<file path="config.mk">
export PLATFORM = sky130hd
export DESIGN_NAME = hybrid_link_arbiter
export DESIGN_NICKNAME = d
export VERILOG_FILES = /design/src/rtl/hybrid_link_arbiter.sv
export SDC_FILE = /design/constraint.sdc
export NUM_CORES = 1
export LEC_CHECK = 0
export CAP_MARGIN = 0
export CORE_AREA = 2 2 93 95
export CTS_CLUSTER_SIZE = 24
export DETAILED_ROUTE_END_ITERATION = 8
export DIE_AREA = 0 0 95 97
export GPL_TIMING_DRIVEN = 0
export PLACE_DENSITY = 0.95
export SYNTH_ARGS = -nofsm -noshare
export SYNTH_HDL_FRONTEND = slang
export SYNTH_SLANG_ARGS = --single-unit
</file>
<file path="constraint.sdc">
create_clock -name clk -period 5.1 [get_ports clk]
set_input_delay 1.02 -clock clk [delete_from_list [all_inputs] [get_ports clk]]
set_output_delay 1.02 -clock clk [all_outputs]
set_load 0.01 [all_outputs]
</file>
<file path="src/rtl/hybrid_link_arbiter.sv">
// Round-robin arbiter sharing one parity-protected byte channel between two 32-bit word
// sources; each granted word is framed by ready/ack and sent as four bytes, MSB first.
//
// state | meaning
// ------+-----------------------------------------------------------
// IDLE  | no owner; arbitrate pending requests
// REQ   | owner granted, ready raised, waiting for sink ack
// SEND  | byte k on data_9, waiting for sink count to reach k+1
// GAP   | idle spacing between bytes, data_9 forced to zero
// DONE  | one-cycle completion pulse to the owner
module hybrid_link_arbiter #(
    parameter int GAP_CYCLES = 2,
    parameter int TIMEOUT    = 255
) (
    input  logic        clk,
    input  logic        rst,
    input  logic        req_a,
    input  logic [31:0] word_a,
    output logic        grant_a,
    output logic        done_a,
    input  logic        req_b,
    input  logic [31:0] word_b,
    output logic        grant_b,
    output logic        done_b,
    output logic        ready,
    input  logic        ack,
    output logic [8:0]  data_9,
    input  logic [1:0]  nxt_data,
    output logic        busy,
    output logic        timeout_err
);

    typedef enum logic [2:0] {
        S_IDLE,
        S_REQ,
        S_SEND,
        S_GAP,
        S_DONE
    } state_t;

    localparam logic        OWN_A    = 1'b0;
    localparam logic        OWN_B    = 1'b1;
    localparam logic [7:0]  TO_VAL   = 8'(TIMEOUT);
    localparam logic [15:0] GAP_LAST = (GAP_CYCLES > 0) ? 16'(GAP_CYCLES - 1) : 16'd0;

    state_t      state;
    logic        owner;
    logic        last_owner;
    logic [31:0] word_q;
    logic [1:0]  k;
    logic [7:0]  cnt;
    logic [15:0] gap_cnt;

    logic [1:0]  target;
    logic        hit;
    logic        timed_out;
    logic        cnt_last;
    logic        winner_b;

    function automatic logic [8:0] pack_byte(input logic [31:0] w, input logic [1:0] idx);
        logic [7:0] b;
        case (idx)
            2'd0:    b = w[31:24];
            2'd1:    b = w[23:16];
            2'd2:    b = w[15:8];
            default: b = w[7:0];
        endcase
        return {b, ^b};
    endfunction

    // Byte 3's target wraps to 0 through the 2-bit add.
    assign target    = k + 2'd1;
    assign hit       = (nxt_data == target);
    assign timed_out = (cnt == TO_VAL);
    assign cnt_last  = ((cnt + 8'd1) == TO_VAL);
    assign winner_b  = req_b & (~req_a | (last_owner == OWN_A));

    always_ff @(posedge clk or negedge rst) begin
        if (!rst) begin
            state       <= S_IDLE;
            owner       <= OWN_A;
            last_owner  <= OWN_B;
            word_q      <= '0;
            k           <= '0;
            cnt         <= '0;
            gap_cnt     <= '0;
            grant_a     <= 1'b0;
            grant_b     <= 1'b0;
            done_a      <= 1'b0;
            done_b      <= 1'b0;
            ready       <= 1'b0;
            data_9      <= '0;
            busy        <= 1'b0;
            timeout_err <= 1'b0;
        end else begin
            done_a      <= 1'b0;
            done_b      <= 1'b0;
            timeout_err <= 1'b0;

            case (state)
                S_IDLE: begin
                    if (req_a || req_b) begin
                        state   <= S_REQ;
                        owner   <= winner_b;
                        word_q  <= winner_b ? word_b : word_a;
                        grant_a <= ~winner_b;
                        grant_b <= winner_b;
                        ready   <= 1'b1;
                        busy    <= 1'b1;
                        k       <= '0;
                        cnt     <= '0;
                    end
                end

                S_REQ: begin
                    if (timed_out) begin
                        state      <= S_IDLE;
                        grant_a    <= 1'b0;
                        grant_b    <= 1'b0;
                        busy       <= 1'b0;
                        ready      <= 1'b0;
                        data_9     <= '0;
                        cnt        <= '0;
                        last_owner <= owner;
                    end else if (ack) begin
                        state  <= S_SEND;
                        ready  <= 1'b0;
                        cnt    <= '0;
                        data_9 <= pack_byte(word_q, 2'd0);
                    end else begin
                        cnt <= cnt + 8'd1;
                        // ready drops on the pulse cycle so it is high exactly TIMEOUT cycles
                        if (cnt_last) begin
                            timeout_err <= 1'b1;
                            ready       <= 1'b0;
                        end
                    end
                end

                S_SEND: begin
                    if (timed_out) begin
                        state      <= S_IDLE;
                        grant_a    <= 1'b0;
                        grant_b    <= 1'b0;
                        busy       <= 1'b0;
                        data_9     <= '0;
                        cnt        <= '0;
                        last_owner <= owner;
                    end else if (hit) begin
                        cnt <= '0;
                        if (k == 2'd3) begin
                            state  <= S_DONE;
                            data_9 <= '0;
                            if (owner == OWN_B) begin
                                done_b <= 1'b1;
                            end else begin
                                done_a <= 1'b1;
                            end
                        end else begin
                            k <= target;
                            if (GAP_CYCLES == 0) begin
                                data_9 <= pack_byte(word_q, target);
                            end else begin
                                state   <= S_GAP;
                                data_9  <= '0;
                                gap_cnt <= '0;
                            end
                        end
                    end else begin
                        cnt <= cnt + 8'd1;
                        if (cnt_last) begin
                            timeout_err <= 1'b1;
                        end
                    end
                end

                S_GAP: begin
                    if (gap_cnt == GAP_LAST) begin
                        state  <= S_SEND;
                        cnt    <= '0;
                        data_9 <= pack_byte(word_q, k);
                    end else begin
                        gap_cnt <= gap_cnt + 16'd1;
                    end
                end

                S_DONE: begin
                    state      <= S_IDLE;
                    grant_a    <= 1'b0;
                    grant_b    <= 1'b0;
                    busy       <= 1'b0;
                    cnt        <= '0;
                    last_owner <= owner;
                end

                default: begin
                    state   <= S_IDLE;
                    grant_a <= 1'b0;
                    grant_b <= 1'b0;
                    busy    <= 1'b0;
                    ready   <= 1'b0;
                    data_9  <= '0;
                end
            endcase
        end
    end

endmodule

</file>
==> metrics.md, run 1 <==
| Metric | Value |
|---|---|
| Status | `completed` |
| Number of max-cap violations | `0` |
| Psw | `approximately 1400 uW` |
| Leak pwr | `0.00246 uW` |
| CP Capture Type | `flop` |
| Gp weighted congestion | `~0.9` |
| Clk_skew | `approximately 0.0067 ns` |
| Synth warn | `0` |
| DRC | `0` |
| Routing usage on met3 | `0.0483` |
| Die extent in x | `around 95 microns` |
| Sw Ratio | `0.431` |
| Die area | `0.00922 sq mm` |
| Mapped Avg Cell Area | `about 9.5 sq um` |
| Flop pwr share | `0.321` |
| Reg2reg end | `data_9[0]` |
| DRT Pass-1 Iters | `5` |
| Cell Pwr Density | `between 500 and 600 mW/mm^2` |
| I/O pin count | `between 80 and 90` |
| Total power | `around 3200 uW` |
| Die Height | `97 microns` |
| Total GRT Usage | `0.270` |
| DR vias/cell | `6.10` |
| Initial antenna violation count | `0` |
| RSZ-0062 raised after global routing | `false` |
| Area Growth Syn to Fin | `27.9%` |
| H-tree depth | `3` |
| Ant. Diodes | `0` |
| DP HPWL | `8610 microns` |
| Peak VDD IR | `~290 uV` |
| CTS tree | `built` |
| Fillers | `~570` |
| Total area of sequential cells | `about 0.002 sq mm` |
| Actual slew at the worst max-slew pin | `roughly 1.0 ns` |
| Slew Viols, Final | `0` |
| Initial DRC count | `285` |
| First-pass GRT wire length | `~20000 microns` |
| Clk root buf | `clkbuf_8` |
| Synth Flop Type | `dfrtp_1` |
| Critical path arrival | `roughly 3 ns` |
| Footprint of the multi-input gates | `~0.0022 sq mm` |
| Minimum clock period | `2.79 ns` |
| Layout cells sized above 1 | `0.0841` |
| Max FO, Critical Path | `10` |
| Number of synthesized register bits | `a little under 80` |
| # resized after CTS | `0` |
| Clk buf depth | `2` |
| Final setup viols | `0` |
| Busiest grt layer | `met2` |
| Reg2reg setup slack | `2.66 ns` |
| Reg clk slew, reported paths | `~0.080 ns` |
| Final Hold Viols | `0` |
| Final period util | `0.547` |
| Nets | `around 650` |
| Setup TNS | `0 ns` |
| Worst skew pair latency | `around 0.36 ns` |
| # port buffers | `86` |
| Util after Layout | `0.698` |
| RR Startpoint | `k[0]` |
| M2 GR Usage | `0.465` |
| P_int | `around 1800 uW` |
| Hold buffers post-CTS | `0` |
| Clock power frac | `0.163` |
| Vias in the first global route | `4172` |
| Hold crit path type | `reg -> reg` |
| Synth Instances | `between 400 and 500` |
| CP required | `approximately 5.4 ns` |
| Core area | `0.00813 sq mm` |
| Synthesized area | `roughly 0.0044 sq mm` |
| Unique masters post-synth | `53` |
| Hold path start | `data_9[8]` |
| Crit start category | `input port` |
| Ys async rst share | `1.00` |
| Worst Hold Depth | `2` |
| CP Class | `in -> reg` |
| Final ANT Viol Nets | `0` |
| Number of enable flip-flop cells after synthesis | `0` |
| DR vias | `4124` |
| WL/cell | `between 15 and 20 microns` |
| Worst hold endpoint | `data_9[8]` |
| Inserted Clock Buffers | `9` |
| Syn Nets | `about 550` |
| Global routing usage on met1 | `0.324` |
| Combinational Power Share | `0.516` |
| Worst r2r path cells | `9` |
| Initial Utilization | `0.546` |
| Max Clk Rate | `0.359 GHz` |
| Register area share after synthesis | `0.445` |
| Final non-filler cell total | `~680` |
| Placed cell count | `660` |
| Sink Count | `between 70 and 80` |
| Largest net degree at the start of global routing | `about 50` |
| Drt total wl | `11700 microns` |
| Worst slew margin | `0.321` |
| Post-CTS Setup Bufs | `0` |
| Rows | `33` |
| Grt ovf | `0` |
-- area by class of cell --
class                   count  area share
clock buffers              10      0.0242
plain buffers              28      0.0258
inverters                  19      0.0126
repair buffers             87       0.156
multi-input cells         342       0.395
well taps                 105      0.0231
flip-flops and latches     79       0.348
clock inverters             6      0.0148
-- critical path: stages --
cell	delay (ns)
clkdlybuf4s50_1	0.47
o21ai_0	0.45
clkbuf_1	0.41
clkbuf_1	0.41
nand2_1	0.17
o21ai_0	0.12
-- worst max path at each step --
stage / startpoint / endpoint / slack, ns / cells after the start
finish: req_a / word_q[9] / 2.31 / 6
global route: req_a / word_q[9] / 2.15 / 6
CTS: req_a / word_q[9] / 2.35 / 6
detailed placement: req_a / word_q[23] / 2.06 / 6
global placement: rst / word_q[10] / 0.40 / 1
floorplan: nxt_data[0] / gap_cnt[9] / 2.96 / 7
-- power groups by stage --
stage	Clock (uW)	Sequential [uW]	Combinational, uW
after floorplan	0	990	1150
after global placement	0	1020	1530
after detailed placement	0	1040	1610
after CTS	526	1030	1640
after global routing	557	1060	1820
final	527	1040	1660
-- cell usage after synthesis, drive strengths merged (2+ instances only) --
cell type	n	area, sq um
and2	4	25.0
o31ai	7	57.6
mux2i	40	400
o21ai	86	442
nor3	8	56.3
nand3	8	65.1
a21boi	2	15.0
a21oi	9	48.8
and3	6	37.5
a22oi	8	60.1
clkbuf	15	60.1
a222oi	8	80.1
inv	19	71.3
buf	13	86.3
a31oi	6	37.5
nor2b	4	25.0
nand4	7	43.8
and4	2	17.5
dfrtp	78	1950
nand2	66	248
o211ai	3	63.8
ha	8	100
nor4	3	18.8
nor2	16	60.1
nor4b	2	23.8
xor2	5	43.8
xnor2	14	123
nand2b	6	37.5
o22ai	3	18.8
-- cell usage in the layout, fill, tap and decap left out, types with 4 or more instances in the layout --
| cell type | n |
|---|---|
| clkdlybuf4s50_1 | 85 |
| dfrtp_1 | 78 |
| o21ai_0 | 74 |
| nand2_1 | 66 |
| mux2i_1 | 40 |
| inv_1 | 19 |
| nor2_1 | 16 |
| xnor2_1 | 14 |
| clkbuf_1 | 12 |
| o21ai_1 | 11 |
| clkbuf_8 | 10 |
| buf_2 | 9 |
| a21oi_1 | 8 |
| a222oi_1 | 8 |
| a22oi_1 | 8 |
| ha_1 | 8 |
| nand4_1 | 7 |
| nand2b_1 | 6 |
| nand3_1 | 6 |
| nor3_1 | 6 |
| and3_1 | 6 |
| a31oi_1 | 6 |
| o31ai_1 | 6 |
| xor2_1 | 5 |
| and2_1 | 4 |
| nor2b_1 | 4 |
-- logic make-up (layout without fill, tap and decap cells) --
| logic type | count (synthesis) | in the layout | share of synthesized area |
|---|---|---|---|
| AO/OA/AOI/OAI | 139 | 139 | 0.200 |
| XOR/XNOR | 19 | 19 | 0.0375 |
| adder cells (fa/ha/maj) | 8 | 8 | 0.0225 |
| buffers and inverters | 47 | 150 | 0.0490 |
| flip-flops | 79 | 79 | 0.445 |
| multiplexers | 41 | 41 | 0.0927 |
| AND/OR/NAND/NOR | 135 | 135 | 0.153 |
-- registers in the layout, indices dropped and copies added (netlist names) --
signal       count
grant_b          1
owner            1
busy             1
timeout_err      1
grant_a          1
gap_cnt         16
last_owner       1
data_9           9
cnt              8
k                2
state            3
done_b           1
ready            1
done_a           1
word_q          32
-- layer usage --
metal  part of all wire  up-vias
li1                   -     1872
met4              0.042        0
met3              0.066       54
met2               0.52      219
met1               0.38     1979
met5                  0        -
-- metrics by stage --
step	hold WS, ns	instance area (sq um)	setup slack [ns]
4_1_cts	0.491	5680	2.35
2_1_floorplan	0.449	4440	2.96
5_1_grt	0.524	5680	2.15
3_3_place_gp	0.466	5430	0.399
3_5_place_dp	0.473	5460	2.06
6_report	0.487	5680	2.31
Note: power is estimated with default switching activity, not from simulation.
==> inputs of run 2 (changes only) <==
--- a/config.mk
+++ b/config.mk
@@ -6,12 +6,12 @@
 export NUM_CORES = 1
 export LEC_CHECK = 0
 export CAP_MARGIN = 0
-export CORE_AREA = 2 2 93 95
+export CORE_AREA = 2 2 96 98
 export CTS_CLUSTER_SIZE = 24
 export DETAILED_ROUTE_END_ITERATION = 8
-export DIE_AREA = 0 0 95 97
+export DIE_AREA = 0 0 98 100
 export GPL_TIMING_DRIVEN = 0
-export PLACE_DENSITY = 0.95
+export PLACE_DENSITY = 0.91
 export SYNTH_ARGS = -nofsm -noshare
 export SYNTH_HDL_FRONTEND = slang
 export SYNTH_SLANG_ARGS = --single-unit
==> constraint.sdc (replaced) <==
create_clock -name clk -period 2.7 [get_ports clk]
set_input_delay 0.54 -clock clk [delete_from_list [all_inputs] [get_ports clk]]
set_output_delay 0.54 -clock clk [all_outputs]
set_load 0.01 [all_outputs]
==> run 2 against run 1 <==
  * Sequential share of layout area up 0.10 points
  * Clock power is 68% higher
  * Final cell count is 0.89% higher
  * Sequential power is 88% higher
  * Register-to-register slack worse by 2.2 ns
  * Non-clock buffer count stayed put
  * Setup slack worse by 1.9 ns
  * Critical path type is now reg -> reg
==> metrics.md, run 2 (synthesis results as in run 1) <==
| Metric | Value |
|---|---|
| Sw Ratio | `0.432 (was 0.431)` |
| DRT Pass-1 Iters | `5 (unchanged)` |
| CP peak stage delay | `0.75 ns (was 0.47 ns)` |
| RSZ-0062 raised after global routing | `false (unchanged)` |
| DR vias | `3978 (was 4124)` |
| CP Class | `reg -> reg (was in -> reg)` |
| Post-route cell area | `0.00566 sq mm (was 0.00568 sq mm)` |
| I/O pin count | `87 (unchanged)` |
| Final ANT Viol Nets | `0 (unchanged)` |
| # port buffers | `86 (unchanged)` |
| Worst-path cell chain | `ha_1 -> nand3_4 -> nor3_4 -> nor3_1 -> a22oi_1 -> o21ai_0 (was clkdlybuf4s50_1 -> o21ai_0 -> clkbuf_1 -> clkbuf_1 -> nand2_1 -> o21ai_0)` |
| Reg2reg setup slack | `0.44 ns (was 2.66 ns)` |
| Die area | `0.00980 sq mm (was 0.00922 sq mm)` |
| Grt ovf | `0 (unchanged)` |
| Sink Count | `79 (unchanged)` |
| CTS tree | `built (unchanged)` |
| Cell Pwr Density | `1040 mW/mm^2 (was 568 mW/mm^2)` |
| # resized after CTS | `0 (unchanged)` |
| Hold buffers post-CTS | `0 (unchanged)` |
| Setup WS post-layout | `0.437 ns (was 2.31 ns)` |
| Clk buf depth | `2 (unchanged)` |
| P_int | `3360 uW (was 1840 uW)` |
| WL/cell | `16.2 microns (was 17.3 microns)` |
| Clk root buf | `clkbuf_8 (unchanged)` |
| Hold crit path type | `in -> async (was reg -> reg)` |
| Critical path arrival | `2.54 ns (was 3.05 ns)` |
| Flop pwr share | `0.330 (was 0.321)` |
| Worst skew pair latency | `0.36 ns (about the same)` |
| Status | `completed (unchanged)` |
| Combinational Power Share | `0.520 (was 0.516)` |
| Nets | `645 (unchanged)` |
| Max FO, Critical Path | `9 (was 10)` |
| Top delay family on crit path | `simple AND/OR/NAND/NOR gates (was buffers and inverters)` |
| First-pass GRT wire length | `18300 microns (was 19700 microns)` |
| Largest net degree at the start of global routing | `48 (was 49)` |
| Crit start category | `flop (was input port)` |
| Leak pwr | `0.00243 uW (was 0.00246 uW)` |
| Initial DRC count | `229 (was 285)` |
| Reg clk slew, reported paths | `0.09 ns (was 0.08 ns)` |
| Inserted Clock Buffers | `9 (unchanged)` |
| Rows | `35 (was 33)` |
| Layout cells sized above 1 | `0.0823 (was 0.0841)` |
| Total GRT Usage | `0.234 (was 0.270)` |
| Post-CTS Setup Bufs | `0 (unchanged)` |
| Max Clk Rate | `roughly 0.44 GHz` |
| Largest regs | `word_q (32), gap_cnt (16), data_9 (9) (unchanged)` |
| Core area | `0.00889 sq mm (was 0.00813 sq mm)` |
| Drt total wl | `11100 microns (was 11700 microns)` |
| Minimum clock period | `2.26 ns` |
| Number of max-cap violations | `0 (unchanged)` |
| CP required | `2.98 ns (was 5.36 ns)` |
| Placement Setup Slack | `0.182 ns (was 2.06 ns)` |
| Most common cell after layout, fill and taps aside | `clkdlybuf4s50_1 (unchanged)` |
| H-tree depth | `3 (unchanged)` |
| Crit-path slowest cell | `nor3_1 (was clkdlybuf4s50_1)` |
| Ant. Diodes | `0 (unchanged)` |
| Dpl cell area | `0.00547 sq mm (was 0.00546 sq mm)` |
| Clk_skew | `0.00986 ns (was 0.00669 ns)` |
| Final period util | `0.838` |
| Setup TNS | `0 ns (unchanged)` |
| DRC | `0 (unchanged)` |
| Die Height | `100 microns (was 97 microns)` |
| Max reg flops | `32 (unchanged)` |
| Initial antenna violation count | `0 (unchanged)` |
| Actual slew at the worst max-slew pin | `0.913 ns (was 1.01 ns)` |
| Clock power frac | `0.150 (was 0.163)` |
| CP Capture Type | `flop (unchanged)` |
| DP HPWL | `8440 microns (was 8610 microns)` |
| Initial Utilization | `0.500 (was 0.546)` |
| DR vias/cell | `5.83 (was 6.10)` |
| Worst slew margin | `0.387 (was 0.321)` |
| Peak VDD IR | `492 uV (was 288 uV)` |
| Area Growth Syn to Fin | `27.5% (was 27.9%)` |
| Die extent in x | `98 microns (was 95 microns)` |
| Slew Viols, Final | `0 (unchanged)` |
| Vias in the first global route | `3926 (was 4172)` |
| Final setup viols | `0 (unchanged)` |
| Final Hold Viols | `0 (unchanged)` |
| Sum of buffers and inverters on the critical path | `0 (was 3)` |
| Most frequent cells in the layout | `85 x clkdlybuf4s50_1, 78 x dfrtp_1, 74 x o21ai_0, 66 x nand2_1, 40 x mux2i_1 (unchanged)` |
| Psw | `2550 uW (was 1390 uW)` |
| Biggest register | `word_q (unchanged)` |
| Gp weighted congestion | `0.971 (was 0.897)` |
run 2: cell count changes in the layout (fill, tap and decap cells not counted):
cell,before,now
clkinvlp_4,0,3
clkbuf_1,12,13
clkbuf_8,10,9
bufinv_16,2,1
inv_6,0,1
clkinv_2,3,0
run 2: path summary, 6_finish.rpt:
path                       cells past startpoint      start    endpoint
hold / removal                                 1        rst      cnt[2]
min in group clk                               2  word_q[6]   word_q[6]
setup / recovery                               6     cnt[0]   data_9[7]
max in group asynchronous                      2        rst  gap_cnt[1]
hold reg to reg                                2  word_q[6]   word_q[6]
setup reg to reg                               6     cnt[0]   data_9[7]
run 2: layout make-up:
type,instances,area [sq um]
fillers,700,3230
multi-input cells,342,2250
flip-flops and latches,79,1980
repair buffers,87,886
plain buffers,28,146
well taps,111,139
clock buffers,10,128
inverters,19,71.3
clock inverters,6,70.1
run 2: routing by layer:
metal / up-vias / track usage / part of all wire
li1: 1871 / - / -
met3: 34 / 0.0404 / 0.062
met2: 184 / 0.407 / 0.51
met4: 0 / 0.130 / 0.041
met5: - / 0 / 0
met1: 1889 / 0.275 / 0.39
run 2: worst reg2reg max path: cells and delay by family (launching register included):
family,cells,cell delay [ns]
AOI/OAI and AO/OA,2,0.48
adders and majority gates,1,0.29
DFF,1,0.43
and+or+nand+nor,3,0.98
run 2: metrics by stage:
step | cells | power, uW | utilization | hold slack (ns)
floorplan | 468 | 4050 | - | 0.244
detailed placement | 666 | 4990 | 0.615 | 0.471
global placement | 665 | 4820 | 0.612 | 0.468
global route | 682 | 6320 | 0.637 | 0.147
CTS | 682 | 5890 | 0.637 | 0.123
finish | 682 | 5910 | 0.637 | 0.121
run 2: power groups by stage:
stage                     Clock (uW)  Sequential (uW)  Combinational [uW]
after floorplan                    0             1870                2180
after global placement             0             1930                2890
after detailed placement           0             1950                3040
after CTS                        893             1930                3060
after global routing             943             1990                3380
final                            886             1950                3070
==> inputs of run 3 (changes only) <==
--- a/config.mk
+++ b/config.mk
@@ -6,12 +6,12 @@
 export NUM_CORES = 1
 export LEC_CHECK = 0
 export CAP_MARGIN = 0
-export CORE_AREA = 2 2 96 98
+export CORE_AREA = 2 2 101 103
 export CTS_CLUSTER_SIZE = 24
 export DETAILED_ROUTE_END_ITERATION = 8
-export DIE_AREA = 0 0 98 100
+export DIE_AREA = 0 0 103 105
 export GPL_TIMING_DRIVEN = 0
-export PLACE_DENSITY = 0.91
+export PLACE_DENSITY = 0.87
 export SYNTH_ARGS = -nofsm -noshare
 export SYNTH_HDL_FRONTEND = slang
 export SYNTH_SLANG_ARGS = --single-unit
==> constraint.sdc (replaced) <==
create_clock -name clk -period 2 [get_ports clk]
set_input_delay 0.4 -clock clk [delete_from_list [all_inputs] [get_ports clk]]
set_output_delay 0.4 -clock clk [all_outputs]
set_load 0.01 [all_outputs]
==> run 3 against run 2 <==
  * The run now ends with setup timing left
  * Setup slack got worse by 0.56 ns
  * Sequential power up 37%
  * Cell area rose by 7.4%
  * Critical path depth up 2
  * Final cell count is 5.7% higher
  * Sequential share of layout area down 2.3 points
  * First-iteration DRC count up 69%
  * Non-clock buffer count up 16
  * Wire length is 13% higher
  * Via count up 7.5%
  * Clock skew barely moved
  * Core utilization shrank 0.63 points
  * Largest cell class unchanged
  * Highest routed layer unchanged
==> metrics.md, run 3 (synthesis results as in run 1) <==
| Metric | Value |
|---|---|
| Status | `complete, but fails checks (was completed)` |
| Failing checks | `setup timing` |
| Worst Hold Depth | `2` |
| Initial DRC count | `388 (was 229)` |
| M2 GR Usage | `0.375 (was 0.407)` |
| Reg clk slew, reported paths | `0.09 ns (about the same)` |
| Peak VDD IR | `687 uV (was 492 uV)` |
| Max FO, Critical Path | `8 (was 9)` |
| Psw | `3940 uW (was 2550 uW)` |
| Layout cells sized above 1 | `0.177 (was 0.0823)` |
| Crit start category | `flop (unchanged)` |
| Clk_skew | `0.00953 ns (was 0.00986 ns)` |
| Nets | `662 (was 645)` |
| Biggest register | `word_q (unchanged)` |
| Initial antenna violation count | `0 (unchanged)` |
| Vias in the first global route | `4063 (was 3926)` |
| Sw Ratio | `0.441 (was 0.432)` |
| Leak pwr | `0.00256 uW (was 0.00243 uW)` |
| Reg2reg setup slack | `-0.12 ns (was 0.44 ns)` |
| Ant. Diodes | `0 (unchanged)` |
| Busiest grt layer | `met2 (unchanged)` |
| P_int | `5000 uW (was 3360 uW)` |
| Most frequent cells in the layout | `85 x clkdlybuf4s50_1, 74 x dfrtp_1, 65 x nand2_1, 57 x o21ai_0, 36 x mux2i_1 (was 85 x clkdlybuf4s50_1, 78 x dfrtp_1, 74 x o21ai_0, 66 x nand2_1, 40 x mux2i_1)` |
| RSZ-0062 raised after global routing | `true (was false)` |
| Setup WS post-layout | `-0.119 ns (was 0.437 ns)` |
| CP Capture Type | `flop (unchanged)` |
| Slew Viols, Final | `0 (unchanged)` |
| DR vias/cell | `5.93 (was 5.83)` |
| DRT Pass-1 Iters | `9 (was 5)` |
| Die area | `0.0108 sq mm (was 0.00980 sq mm)` |
| Total GRT Usage | `0.223 (was 0.234)` |
| Most common cell after layout, fill and taps aside | `clkdlybuf4s50_1 (unchanged)` |
| Hold crit path type | `reg -> reg (was in -> async)` |
| DR vias | `4275 (was 3978)` |
| Clk buf depth | `2 (unchanged)` |
| CP Class | `reg -> reg (unchanged)` |
| Area Growth Syn to Fin | `36.9% (was 27.5%)` |
| H-tree depth | `3 (unchanged)` |
| Largest regs | `word_q (32), gap_cnt (16), data_9 (9) (unchanged)` |
| Sink Count | `79 (unchanged)` |
| Fillers | `711 (was 700)` |
| Die Height | `105 microns (was 100 microns)` |
| Largest net degree at the start of global routing | `44 (was 48)` |
| Rows | `36 (was 35)` |
| Clock power frac | `0.124 (was 0.150)` |
| Footprint of the multi-input gates | `0.00247 sq mm (was 0.00225 sq mm)` |
| Critical path arrival | `2.40 ns (was 2.54 ns)` |
| Worst skew pair latency | `0.36 ns (about the same)` |
| Minimum clock period | `2.12 ns (was 2.26 ns)` |
| Final ANT Viol Nets | `0 (unchanged)` |
| Max reg flops | `32 (unchanged)` |
| Actual slew at the worst max-slew pin | `0.509 ns (was 0.913 ns)` |
| Max Clk Rate | `0.472 GHz (was 0.442 GHz)` |
| CTS tree | `built (unchanged)` |
| Grt ovf | `0 (unchanged)` |
| DP HPWL | `8230 microns (was 8440 microns)` |
| Inserted Clock Buffers | `9 (unchanged)` |
| Drt total wl | `12600 microns (was 11100 microns)` |
| Worst r2r path cells | `8 (was 6)` |
| Cell Pwr Density | `1470 mW/mm^2 (was 1040 mW/mm^2)` |
| Number of max-cap violations | `0 (unchanged)` |
| # port buffers | `86 (unchanged)` |
| I/O pin count | `87 (unchanged)` |
| Total area of sequential cells | `0.00198 sq mm (about the same)` |
| Die extent in x | `103 microns (was 98 microns)` |
| Clk root buf | `clkbuf_8 (unchanged)` |
| WL/cell | `17.4 microns (was 16.2 microns)` |
| Combinational Power Share | `0.578 (was 0.520)` |
| Routing usage on met3 | `0.0395 (was 0.0404)` |
| Dpl cell area | `0.00549 sq mm (was 0.00547 sq mm)` |
| Total power | `8940 uW (was 5910 uW)` |
| DRC | `0 (unchanged)` |
| Worst slew margin | `0.661 (was 0.387)` |
| Gp weighted congestion | `0.895 (was 0.971)` |
| Global routing usage on met1 | `0.281 (was 0.275)` |
| Final period util | `1.06 (was 0.838)` |
| Post-route cell area | `0.00608 sq mm (was 0.00566 sq mm)` |
| Final Hold Viols | `0 (unchanged)` |
| Flop pwr share | `0.298 (was 0.330)` |
| First-pass GRT wire length | `19300 microns (was 18300 microns)` |
| Initial Utilization | `0.461 (was 0.500)` |
| Final setup viols | `2 (was 0)` |
| CP required | `2.28 ns (was 2.98 ns)` |
| Core area | `0.00964 sq mm (was 0.00889 sq mm)` |
==> run 3: changes by cell type in the layout (fill, tap and decap cells not counted), moves of 4 or more <==
cell      previous run  this run
buf_2                9         5
buf_4                2        17
buf_6                3         7
clkbuf_1            13         7
dfrtp_1             78        74
dfrtp_2              0         4
ha_1                 8         4
ha_4                 0         4
mux2i_1             40        36
mux2i_2              0         4
o21ai_0             74        57
o21ai_1             11        20
o21ai_2              0         8
==> run 3: final cells by class <==
type	instances	share of cell area
Sequential cell	79	0.326
Clock inverter	7	0.00926
Clock buffer	9	0.0204
Tap cell	133	0.0274
Multi-Input combinational cell	343	0.407
Inverter	19	0.0126
Buffer	24	0.0251
Timing Repair Buffer	107	0.172
==> run 3: critical path: stages (launching register included) <==
cell      delay, ns
dfrtp_2        0.45
inv_4          0.07
ha_4           0.19
a222oi_1       0.44
mux2i_2        0.20
xnor2_1        0.23
xnor2_1        0.15
xnor2_1        0.11
o31ai_2        0.20
==> run 3: what timing repair did <==
item,CTS,global route
pin swaps,12,22
hold buffers,1,0
gates cloned,0,3
setup endpoints to repair,67,67
buffers inserted,6,11
gates resized for setup,10,77
endpoints found under the hold margin,6,0
==> run 3: power groups by stage <==
stage	Clock (uW)	Sequential [uW]	Combinational, uW
after global routing	1190	2710	5580
after floorplan	0	2530	2940
after CTS	1100	2600	4230
after detailed placement	0	2620	4040
after global placement	0	2600	3900
final	1110	2670	5160
==> run 3: path summary, 6_finish.rpt <==
path	from	endpoint
worst min register to register	word_q[21]	word_q[21]
worst min-delay path	word_q[21]	word_q[21]
worst max register to register	k[0]	data_9[0]
min in group asynchronous	rst	cnt[3]
worst max-delay path	k[0]	data_9[0]
max in group asynchronous	rst	k[0]
==> run 3: per-stage QoR <==
stage / worst slack [ns] / hold WS (ns) / util / TNS (ns) / instances
5_1_grt: -0.179 / 0.517 / 0.631 / -0.889 / 721
3_3_place_gp: -2.05 / 0.467 / 0.567 / -171.80 / 687
6_report: -0.119 / 0.493 / 0.631 / -0.166 / 721
3_5_place_dp: -0.391 / 0.384 / 0.569 / -14.39 / 688
2_1_floorplan: 0.0707 / 0.104 / - / 0 / 468
4_1_cts: -0.0571 / 0.493 / 0.599 / -0.0891 / 711
==> run 3: layer usage <==
layer / wire, microns / vias to the layer above / share of wire
met3: 925 / 63 / 0.074
met2: 6460 / 270 / 0.51
met4: 449 / 0 / 0.036
met1: 4730 / 2027 / 0.38
met5: 0 / - / 0
li1: - / 1915 / -
==> variant (settings of run 2) <==
Encoding of `state_t`: now Gray code (3 bits for 5 states).
--- a/src/rtl/hybrid_link_arbiter.sv
+++ b/src/rtl/hybrid_link_arbiter.sv
@@ -31,11 +31,11 @@
 );
 
     typedef enum logic [2:0] {
-        S_IDLE,
-        S_REQ,
-        S_SEND,
-        S_GAP,
-        S_DONE
+        S_IDLE = 3'b000,
+        S_REQ  = 3'b001,
+        S_SEND = 3'b011,
+        S_GAP  = 3'b010,
+        S_DONE = 3'b110
     } state_t;
 
     localparam logic        OWN_A    = 1'b0;
Formal check against the unedited RTL: no difference found for any inputs over 10 cycles, from zero or initial values and one cycle with rst low; not proved beyond that.
==> variant against run 2 <==
  * Total power shrank 4.0%
  * Combinational power shrank 5%
  * Routed wire length is essentially flat
  * Worst setup slack lost 110 ps
  * Area after synthesis shrank 2.0%
  * Sequential share of layout area grew 0.72 points
  * Synthesized cell count shrank 3.8%
  * Sequential cell count is the same
  * Final area shrank 2.0%
  * Critical path type unchanged
  * Highest routed layer unchanged
==> variant: results (changes against run 2) <==
Power and ir drop
  • Static leakage: 2.35 nW (-3.3%)
  • Internal power summed over all cells: 3.28 mW (-2.2%)
  • IR Drop Worst-Case VDD: 482 µV (-1.9%)

Placement
  • Routability Congestion: 0.859 (-12%)
  • Placed insts: 648 (-2.7%)
  • Worst Setup Slack post-DPL: 240 ps (+58.4 ps)
  • DPL Wire Length: 8300 µm (-1.7%)
  • Post-DP Area: 5380 µm² (-1.6%)

Outcome
  • Status: finished clean

Worst hold path
  • Type of the worst min-delay path: reg -> reg

CTS
  • Hold bufs inserted after CTS: 1 (+1)
  • Clock latency on the worst-skew pair: ~350 ps

Yosys
  • Dominant cells by area after synthesis: sky130_fd_sc_hd__dfrtp_1 45%, sky130_fd_sc_hd__mux2i_1 7.6%, sky130_fd_sc_hd__a21oi_1 5.4%
  • Sequential area share after synthesis: 45.5% (+0.92 points)
  • Count of distinct cell types in the synthesized netlist: 51 (-3.8%)
  • Number of standard cells after synthesis: 450 (-3.8%)
  • Leading cell types by count after synthesis: 78 x sky130_fd_sc_hd__dfrtp_1, 57 x sky130_fd_sc_hd__nor2_1, 47 x sky130_fd_sc_hd__a21oi_1
  • Syn_nets: 529 (-3.3%)

GRT
  • Vias in the first global route: 3956 (+0.76%)
  • Global-route total usage across every layer: 23.4% (about the same)
  • First-pass GRT wire length: 18400 µm (+0.26%)

Worst setup path
  • Largest stage delay on the critical path: 450 ps (-300 ps)
  • Crit-path max FO: 10 (+1)
  • Cell with the largest stage delay on the worst path: sky130_fd_sc_hd__dfrtp_1
  • Critical path data arrival time: 2610 ps (+70 ps)

Timing
  • Slew @ Worst Pin: 585 ps (-328 ps)
  • Crit path setup slack, layout: 331 ps (-105 ps)
  • Largest clock skew in the final design: 9.02 ps (-0.840 ps)

Detailed routing
  • Initial detailed-routing violation count: 295 (+29%)
  • First-pass iteration count of the detailed router: 7 (+2)
  • WL final: 11100 µm (about the same)
  • Via count: 3888 (-2.3%)

Finish
  • Final #Nets: 628 (-2.6%)
  • Non-filler instance count after layout: 665 (-2.5%)
  • Layout cells sized above 1: 9.03% (+0.79 points)
  • Largest registers: word_q: 32 flops, gap_cnt: 16 flops, data_9: 9 flops
==> variant: power groups by stage <==
stage	clock [mW]	sequential, mW	combinational, mW
after floorplan	0	1.89	2.10
after global placement	0	1.95	2.75
after detailed placement	0	1.98	2.87
after CTS	0.770	1.96	2.90
after global routing	0.822	2.02	3.19
final	0.772	1.98	2.92
==> variant: layout make-up <==
class | count | area (µm²)
repair buffers | 88 | 896
clock inverters | 2 | 10.0
flip-flops and latches | 79 | 1980
inverters | 10 | 37.5
well taps | 111 | 139
clock buffers | 14 | 153
plain buffers | 25 | 141
fillers | 681 | 3340
multi-input cells | 336 | 2190
==> variant: routing by layer <==
| layer | wire (µm) | vias to the layer above | share of wire (%) | GRT usage (%) |
|---|---|---|---|---|
| li1 | - | 1797 | - | - |
| met1 | 4140 | 1867 | 37 | 25.6 |
| met2 | 5840 | 186 | 53 | 42.9 |
| met3 | 657 | 38 | 5.9 | 4.25 |
| met4 | 434 | 0 | 3.9 | 12.6 |
| met5 | 0 | - | 0 | 0 |
==> variant: cells by family (layout without fill, tap and decap cells) <==
family	count (synthesis)	in the layout	share of synthesized area, %
multiplexers	33	33	7.59
adder cells (fa/ha/maj)	8	8	2.30
AO/OA/AOI/OAI	111	111	15.8
buffers and inverters	35	139	4.11
AND/OR/NAND/NOR	153	153	18.5
flip-flops	79	79	45.5
XOR/XNOR	31	31	6.24
==> variant: final timing paths <==
kind                       startpoint           to  slack (ps)  cells past startpoint
max                              k[0]  gap_cnt[13]         330                      8
min                            cnt[7]       cnt[7]         490                      1
max reg2reg                      k[0]  gap_cnt[13]         330                      8
min reg2reg                    cnt[7]       cnt[7]         490                      1
max in group asynchronous         rst   last_owner        1580                      3
min in group asynchronous         rst   word_q[15]         520                      2
